<file path="src/rtl/radix_seq_multiplier.sv">
// rtl/radix_seq_multiplier.sv - shift-add sequential multiplier for MUL/MULH/MULHSU/MULHU
// Optional build macro SEQMUL_EARLY_OUT_EN: finish as soon as the remaining multiplier bits are zero.
module radix_seq_multiplier #(
  parameter int WIDTH      = 32,
  parameter int RADIX_BITS = 2,
  parameter int TAG_W      = 5
) (
  input  logic             clk_i,
  input  logic             rst_i,
  input  logic             valid_i,
  output logic             ready_o,
  input  logic [WIDTH-1:0] op_a_i,
  input  logic [WIDTH-1:0] op_b_i,
  input  logic [1:0]       mode_i,
  input  logic [TAG_W-1:0] tag_i,
  input  logic             flush_i,
  output logic             busy_o,
  output logic             result_valid_o,
  output logic [WIDTH-1:0] result_o,
  output logic [TAG_W-1:0] result_tag_o
);

  localparam int N     = WIDTH / RADIX_BITS;
  localparam int CNT_W = $clog2(N + 1);
  localparam int SH_W  = $clog2(2 * WIDTH);

  typedef enum logic [1:0] {S_IDLE, S_RUN, S_DONE} state_e;

  state_e               state_q, state_d;
  logic [WIDTH-1:0]     a_rem_q, a_rem_d;
  logic [WIDTH-1:0]     b_mag_q, b_mag_d;
  logic [2*WIDTH-1:0]   acc_q, acc_d;
  logic [CNT_W-1:0]     cnt_q, cnt_d;
  logic                 neg_q, neg_d;
  logic [1:0]           mode_q, mode_d;
  logic [TAG_W-1:0]     tag_q, tag_d;
  logic [WIDTH-1:0]     result_q, result_d;
  logic [TAG_W-1:0]     result_tag_q, result_tag_d;
  logic                 result_valid_q, result_valid_d;

  logic                     a_neg, b_neg;
  logic [WIDTH-1:0]         a_mag, b_mag;
  logic [WIDTH-1:0]         a_rem_shift;
  logic [WIDTH+RADIX_BITS-1:0] pp;
  logic [2*WIDTH-1:0]       pp_ext;
  logic [SH_W-1:0]          shamt;
  logic [2*WIDTH-1:0]       prod;
  logic                     last_iter;

  // Operand signedness: a is signed for MULH/MULHSU, b only for MULH.
  assign a_neg = ((mode_i == 2'b01) || (mode_i == 2'b10)) && op_a_i[WIDTH-1];
  assign b_neg = (mode_i == 2'b01) && op_b_i[WIDTH-1];
  assign a_mag = a_neg ? (-op_a_i) : op_a_i;
  assign b_mag = b_neg ? (-op_b_i) : op_b_i;

  assign a_rem_shift = a_rem_q >> RADIX_BITS;
  assign pp     = {{RADIX_BITS{1'b0}}, b_mag_q} * {{WIDTH{1'b0}}, a_rem_q[RADIX_BITS-1:0]};
  assign pp_ext = {{(WIDTH-RADIX_BITS){1'b0}}, pp};
  assign shamt  = SH_W'(cnt_q) * SH_W'(RADIX_BITS);
  assign prod   = neg_q ? (-acc_q) : acc_q;

`ifdef SEQMUL_EARLY_OUT_EN
  assign last_iter = (cnt_q == CNT_W'(N - 1)) || (a_rem_shift == '0);
`else
  assign last_iter = (cnt_q == CNT_W'(N - 1));
`endif

  always_comb begin
    state_d        = state_q;
    a_rem_d        = a_rem_q;
    b_mag_d        = b_mag_q;
    acc_d          = acc_q;
    cnt_d          = cnt_q;
    neg_d          = neg_q;
    mode_d         = mode_q;
    tag_d          = tag_q;
    result_d       = result_q;
    result_tag_d   = result_tag_q;
    result_valid_d = 1'b0;
    if (flush_i) begin
      state_d = S_IDLE;
    end else begin
      case (state_q)
        S_IDLE: begin
          if (valid_i) begin
            a_rem_d = a_mag;
            b_mag_d = b_mag;
            neg_d   = a_neg ^ b_neg;
            mode_d  = mode_i;
            tag_d   = tag_i;
            acc_d   = '0;
            cnt_d   = '0;
            state_d = S_RUN;
          end
        end
        S_RUN: begin
          acc_d   = acc_q + (pp_ext << shamt);
          a_rem_d = a_rem_shift;
          cnt_d   = cnt_q + 1'b1;
          if (last_iter) state_d = S_DONE;
        end
        S_DONE: begin
          result_valid_d = 1'b1;
          result_d       = (mode_q == 2'b00) ? prod[WIDTH-1:0] : prod[2*WIDTH-1:WIDTH];
          result_tag_d   = tag_q;
          state_d        = S_IDLE;
        end
        default: state_d = S_IDLE;
      endcase
    end
  end

  always_ff @(posedge clk_i or posedge rst_i) begin
    if (rst_i) begin
      state_q        <= S_IDLE;
      a_rem_q        <= '0;
      b_mag_q        <= '0;
      acc_q          <= '0;
      cnt_q          <= '0;
      neg_q          <= 1'b0;
      mode_q         <= 2'b00;
      tag_q          <= '0;
      result_q       <= '0;
      result_tag_q   <= '0;
      result_valid_q <= 1'b0;
    end else begin
      state_q        <= state_d;
      a_rem_q        <= a_rem_d;
      b_mag_q        <= b_mag_d;
      acc_q          <= acc_d;
      cnt_q          <= cnt_d;
      neg_q          <= neg_d;
      mode_q         <= mode_d;
      tag_q          <= tag_d;
      result_q       <= result_d;
      result_tag_q   <= result_tag_d;
      result_valid_q <= result_valid_d;
    end
  end

  assign ready_o        = (state_q == S_IDLE);
  assign busy_o         = ~ready_o;
  assign result_valid_o = result_valid_q;
  assign result_o       = result_q;
  assign result_tag_o   = result_tag_q;

endmodule

</file>
<file path="config.mk">
export PLATFORM = sky130hd
export DESIGN_NAME = radix_seq_multiplier
export DESIGN_NICKNAME = d
export VERILOG_FILES = /design/src/rtl/radix_seq_multiplier.sv
export SDC_FILE = /design/constraint.sdc
export NUM_CORES = 1
export LEC_CHECK = 0
export ABC_AREA = 0
export BUFFER_PORTS_ARGS = -buffer_cell sky130_fd_sc_hd__buf_2
export CAP_MARGIN = 40
export CORE_MARGIN = 10
export CORE_UTILIZATION = 42
export CTS_BUF_LIST = sky130_fd_sc_hd__clkbuf_8
export DETAILED_ROUTE_END_ITERATION = 10
export PLACE_DENSITY = 0.61
export SLEW_MARGIN = 20
export SYNTH_ARGS = -nofsm -noshare
export SYNTH_HDL_FRONTEND = slang
export SYNTH_SLANG_ARGS = --single-unit
</file>
<file path="constraint.sdc">
create_clock -name clk_i -period 7.6 [get_ports clk_i]
set_input_delay 0.76 -clock clk_i [delete_from_list [all_inputs] [get_ports clk_i]]
set_output_delay 0.76 -clock clk_i [all_outputs]
set_load 0.05 [all_outputs]
</file>
## Word-level counts from Yosys, hierarchy flattened

Cells that the tools add are included.
W data, S select, Z words.

- Input port bits: 75
- Output and inout port bits: 40
- Register bits: 181

- Equal/unequal tests: 8
- $add $sub $neg: 5
- Bitwise gates (word level): 3
- Muxes and demuxes: 16
- Reductions and logical operators: 10
- Multipliers: 1
- Shift operators: 1

Operators by type and width:

| cell | number |
|---|---|
| $mux W32 | 4 |
| $mux W64 | 2 |
| $pmux W64 S2 | 1 |
| $add A64 B64 Y64 | 1 |
| $neg A32 Y32 | 2 |
| $neg A64 Y64 | 1 |
| $pmux W32 S2 | 1 |
| $shl A34 B6 Y64 | 1 |
| $mul A32 B2 Y34 | 1 |
| $pmux W5 S2 | 1 |
| $mux W2 | 3 |
| $reduce_and A3 Y1 | 2 |
| $add A5 B1 Y5 const B | 1 |
| $eq A5 B4 Y1 const B | 1 |
| $mux W5 | 1 |
| $eq A2 B1 Y1 const B | 2 |
| $eq A2 B2 Y1 const B | 2 |
| $logic_not A2 Y1 | 2 |
| $pmux W2 S2 | 1 |
| $reduce_and A2 Y1 | 2 |
| $ne A3 B2 Y1 const B | 1 |
| $ne A3 B3 Y1 const B | 1 |
| $logic_and A1 B1 Y1 | 2 |
| $mux W1 | 2 |
| 5 further kinds | 6 |

## Longest topological paths before layout

- Depth in word-level cells: 6
- Gate-level depth with buffers: 31
- Mapped depth without buffers: 29

## Worst setup path after synthesis

Ideal clock, no wire load.

- Path kind: flip-flop to flip-flop
- Start point: register a_rem_q[1]
- End point: register acc_q[63]
- Buffers on the path: 3
- Library setup time: 76 ps
- Cell stages (with the launch flop): 31
- Data required time: 7524 ps
- Arrival: 6770 ps
- Setup slack: 754 ps
- Cells stage by stage: dfrtp_1 > clkbuf_1 > and2_1 > ha_1 > clkbuf_1 > a21o_1 > a21o_1 > a21oi_1 > o21ai_0 > a31oi_1 > o2bb2ai_1 > a2111oi_0 > nor2_1 > a221oi_1 > a22oi_1 > mux2_2 > o21ai_0 > ha_1 > clkbuf_1 > nand4_1 > nand2b_1 > or4_1 > o32a_1 > o21a_1 > o21ai_1 > a31oi_1 > o31ai_1 > a31oi_1 > xnor2_1 > or3_1 > o21ai_1

- Word-level cells in the longest chain between the ends: 4

RTL lines:

| what | RTL line | text |
|---|---|---|
| from (decl) | 30 | `logic [WIDTH-1:0] a_rem_q, a_rem_d;` |
| from (signal assigned) | 128 | `a_rem_q <= a_rem_d;` |
| $mul A32 B2 Y34 | 57 | `assign pp = {{RADIX_BITS{1'b0}}, b_mag_q} * {{WIDTH{1'b0}}, a_rem_q[RADIX_BITS-1:0]};` |
| $shl A34 B6 Y64 | 97 | `acc_d = acc_q + (pp_ext << shamt);` |
| $add A64 B64 Y64 | 97 |  |
| $pmux W64 S2 | 83 | `case (state_q)` |
| to (signal assigned) | 118 | `acc_q <= '0;` |
| to (signal assigned) | 130 | `acc_q <= acc_d;` |
| to (decl) | 32 | `logic [2*WIDTH-1:0] acc_q, acc_d;` |

No other way between the ends.
A chain may end at the register's enable or synchronous reset.

## Final worst setup path

Same ends and word-level chain as after synthesis.

==> impl_results.md <==
* Status: finished, final reports clean
* Distinct cell type count of the synthesized netlist at 84
* Pin count of the biggest net entering global routing at 117
* Share of layout cells above drive strength 1 at 0.105
* Critical Path RT at 8130 ps
* Final setup violation count at 0
* Number of instances in the synthesized netlist at 2333
* Ratio of final minimum period to clock period at 0.931
* TritonCTS buffer count at 17
* First-pass GRT wire length at 88500 um
* Number of vias after detailed routing at 17100
* Die Y-Extent at 225 um
* Kind of cell adding the most delay to the critical path: compound AO/OA/AOI/OAI gates
* Number of H-tree levels at 4
* CP max FO at 29
* CTS max path bufs at 2
* Final count of hold timing violations at 0
* Highest routed layer: met4
* Fraction of the yosys area taken by sequential cells at 0.256
* Standard cell core area at 41900 sq um
* Number of buffers and inverters on the critical path at 1
* Post-Syn Area at 17700 sq um
* VDD IR max at 0.154 mV
* I/O pin count at 115
* Number of buffers added on ports at 114
* Clk slew on worst S/H paths at 100 ps
* Data arrival time at the worst-slack endpoint at 7600 ps
* Placement Rows at 75
* Drc violations at 0
* Post-Synthesis Net Count at 2511
* Most frequently used cell type in the post-synthesis netlist: sky130_fd_sc_hd__nand2_1
* Layout net count at 2543
* Die boundary width at 225 um
* Clock tree from TritonCTS: yes
* Post-synth top area cell: sky130_fd_sc_hd__dfrtp_1
* Die footprint at 50800 sq um
* Area Overhead vs Synth at 8.97%
* Post-CTS Repair Setup Buffers at 0
* Biggest cell delay along the critical path at 600 ps
* Crit path time final at 7080 ps
* Slowest-stage cell, CP: sky130_fd_sc_hd__dfrtp_4
* Yosys top cell area share at 0.256
* Asr flop ratio synth at 1.00
* Final RePlAce weighted congestion at 0.978
* Global-route usage over all layers at 0.218
* Source-to-sink clock delay at the later pin of the worst-skew pair at 600 ps
* Main synth FF type: sky130_fd_sc_hd__dfrtp_1
* Met2 layer wire length in the routed design at 25400 um
* DPL Wire Length at 42800 um
* Leakage at 0.00867 uW
* Met1 Wirelength at 25500 um
* Count of synthesis-stage warnings from yosys at 0
* Total Power Consumption at 5660 uW
* Vias in the first global route at 16500
* Fillers at 4241
* Fmax achieved at 141 MHz
* Fin. max-slew vios at 0
* Total of flip-flops plus latches after synthesis at 181
* Final antenna-violating net count at 0
* RSZ-0062 raised after global routing: no
* Initial drt markers at 1527
* Critical path startpoint category: flop
* Power density relative to cell area at 293 nW/um^2
* Routed len/inst at 18.9 um
* Ranking of synthesized cells by area: sky130_fd_sc_hd__dfrtp_1 (26%), sky130_fd_sc_hd__o21ai_0 (7.4%), sky130_fd_sc_hd__ha_1 (7.1%)
* Sum of routed wire length over all layers at 55200 um
* Cell seen most often among critical-path stages: sky130_fd_sc_hd__a31oi_1
* Number of antenna violations at the first check in global routing at 2
* Sum of met3 wire segment lengths after detailed routing at 2560 um
* CP Capture Type: flop
* Kind of path behind the tightest hold check: input pin to asynchronous set/reset pin
* EDFF count, synth at 0
* Slew at the pin closest to its max-slew limit at 837 ps
* Via density per instance at 5.88
* Avg Inst Size Synth at 7.59 sq um
* Critical path class: flop to flop
* Clock skew after layout at 23.8 ps
* Count of TritonRoute iterations in the first routing pass at 6
* Setup total negative slack at 0 ps
* CTS sink count at 181
* Max Cap Violations at 0
* Effective utilization at floorplan at 0.423
* Most common library cells after synthesis: sky130_fd_sc_hd__nand2_1 (324), sky130_fd_sc_hd__o21ai_0 (263), sky130_fd_sc_hd__dfrtp_1 (181)
* Remaining global-route overflow at 0
* CTS Root Buffer Type: sky130_fd_sc_hd__clkbuf_8
* Slew margin rel. at 0.437
==> final timing paths <==
check	from	end	slack [ps]	depth (start not counted)
worst max-delay path	a_rem_q[1]	acc_q[63]	520	28
worst min-delay path	rst_i	acc_q[10]	80	2
worst max register to register	a_rem_q[1]	acc_q[63]	520	28
worst min register to register	tag_q[3]	result_tag_o[3]	470	2
max in group asynchronous	rst_i	a_rem_q[1]	6680	4
min in group clk_i	tag_i[2]	tag_q[2]	400	2
==> worst reg2reg max path, delay by kind of cell (launching register included) <==
| kind | cells | cell delay, ps |
|---|---|---|
| muxes | 1 | 520 |
| AOI/OAI and AO/OA | 14 | 3120 |
| and+or+nand+nor | 7 | 1570 |
| buffers and inverters | 1 | 70 |
| DFF | 1 | 600 |
| xor gates and xnor gates | 2 | 330 |
| adders and majority gates | 3 | 820 |
==> through the flow <==
step | hold slack [ps] | area (sq um) | utilization | setup WS [ps] | cells
after floorplan | 435 | 17700 | - | 754 | 2333
after global routing | 52.3 | 19300 | 0.461 | 6.38 | 2918
final | 80.3 | 19300 | 0.461 | 525 | 2918
after detailed placement | 454 | 18800 | 0.449 | 225 | 2883
after CTS | 317 | 19200 | 0.459 | 179 | 2915
after global placement | 444 | 18700 | 0.447 | 483 | 2877
==> timing repair <==
item | 4_1_cts | 5_1_grt
setup endpoints to repair | 0 | 13
hold buffers | 0 | 0
resized for setup | 0 | 7
==> cell type report <==
type / instances / area (sq um) / area share
clock inverters: 10 / 119 / 0.00616
flip-flops and latches: 181 / 4530 / 0.235
diodes: 1 / 2.50 / 0.000130
repair buffers: 154 / 975 / 0.0505
clock buffers: 22 / 303 / 0.0157
multi-input cells: 1955 / 12500 / 0.646
inverters: 56 / 218 / 0.0113
well taps: 539 / 674 / 0.0350
==> cell families after synthesis <==
kind of cell | count (synthesis) | share of synthesized area
adder cells (fa/ha/maj) | 103 | 0.0736
buffers and inverters | 197 | 0.0424
AND/OR/NAND/NOR | 801 | 0.217
XOR/XNOR | 196 | 0.0969
flip-flops | 181 | 0.256
multiplexers | 57 | 0.0358
AO/OA/AOI/OAI | 798 | 0.279
==> sequential cells by signal, summed over array words and instances, names as in the netlist <==
| signal | cells |
|---|---|
| cnt_q | 5 |
| mode_q | 2 |
| result_tag_o | 5 |
| b_mag_q | 32 |
| a_rem_q | 32 |
| neg_q | 1 |
| result_valid_o | 1 |
| state_q | 2 |
| result_o | 32 |
| acc_q | 64 |
| tag_q | 5 |
==> power by group <==
| part | internal (uW) | total (uW) | leakage, uW | switching [uW] |
|---|---|---|---|---|
| logic | 1370 | 3550 | 0.00611 | 2180 |
| clock network | 338 | 748 | 0.000224 | 411 |
| registers | 1130 | 1350 | 0.00234 | 228 |
| total | 2840 | 5660 | 0.00867 | 2820 |
==> layer usage <==
layer  global-route usage  vias to the layer above
met2                0.355                      428
met3               0.0341                       84
met5                    0                        -
li1                     -                     8472
met1                0.283                     8162
met4               0.0832                        0
==> placed cells by master, fill, tap and decap left out, drive strengths merged, types with 30 or more instances in the layout <==
master,instances
a21o,59
a21oi,167
a31oi,34
and2,82
buf,154
dfrtp,181
ha,101
inv,58
mux2i,34
nand2,324
nand3,42
nor2,163
nor3,30
o21ai,312
o31ai,45
or3,30
xnor2,103
xor2,93
Note: power is estimated with default switching activity, not from simulation.
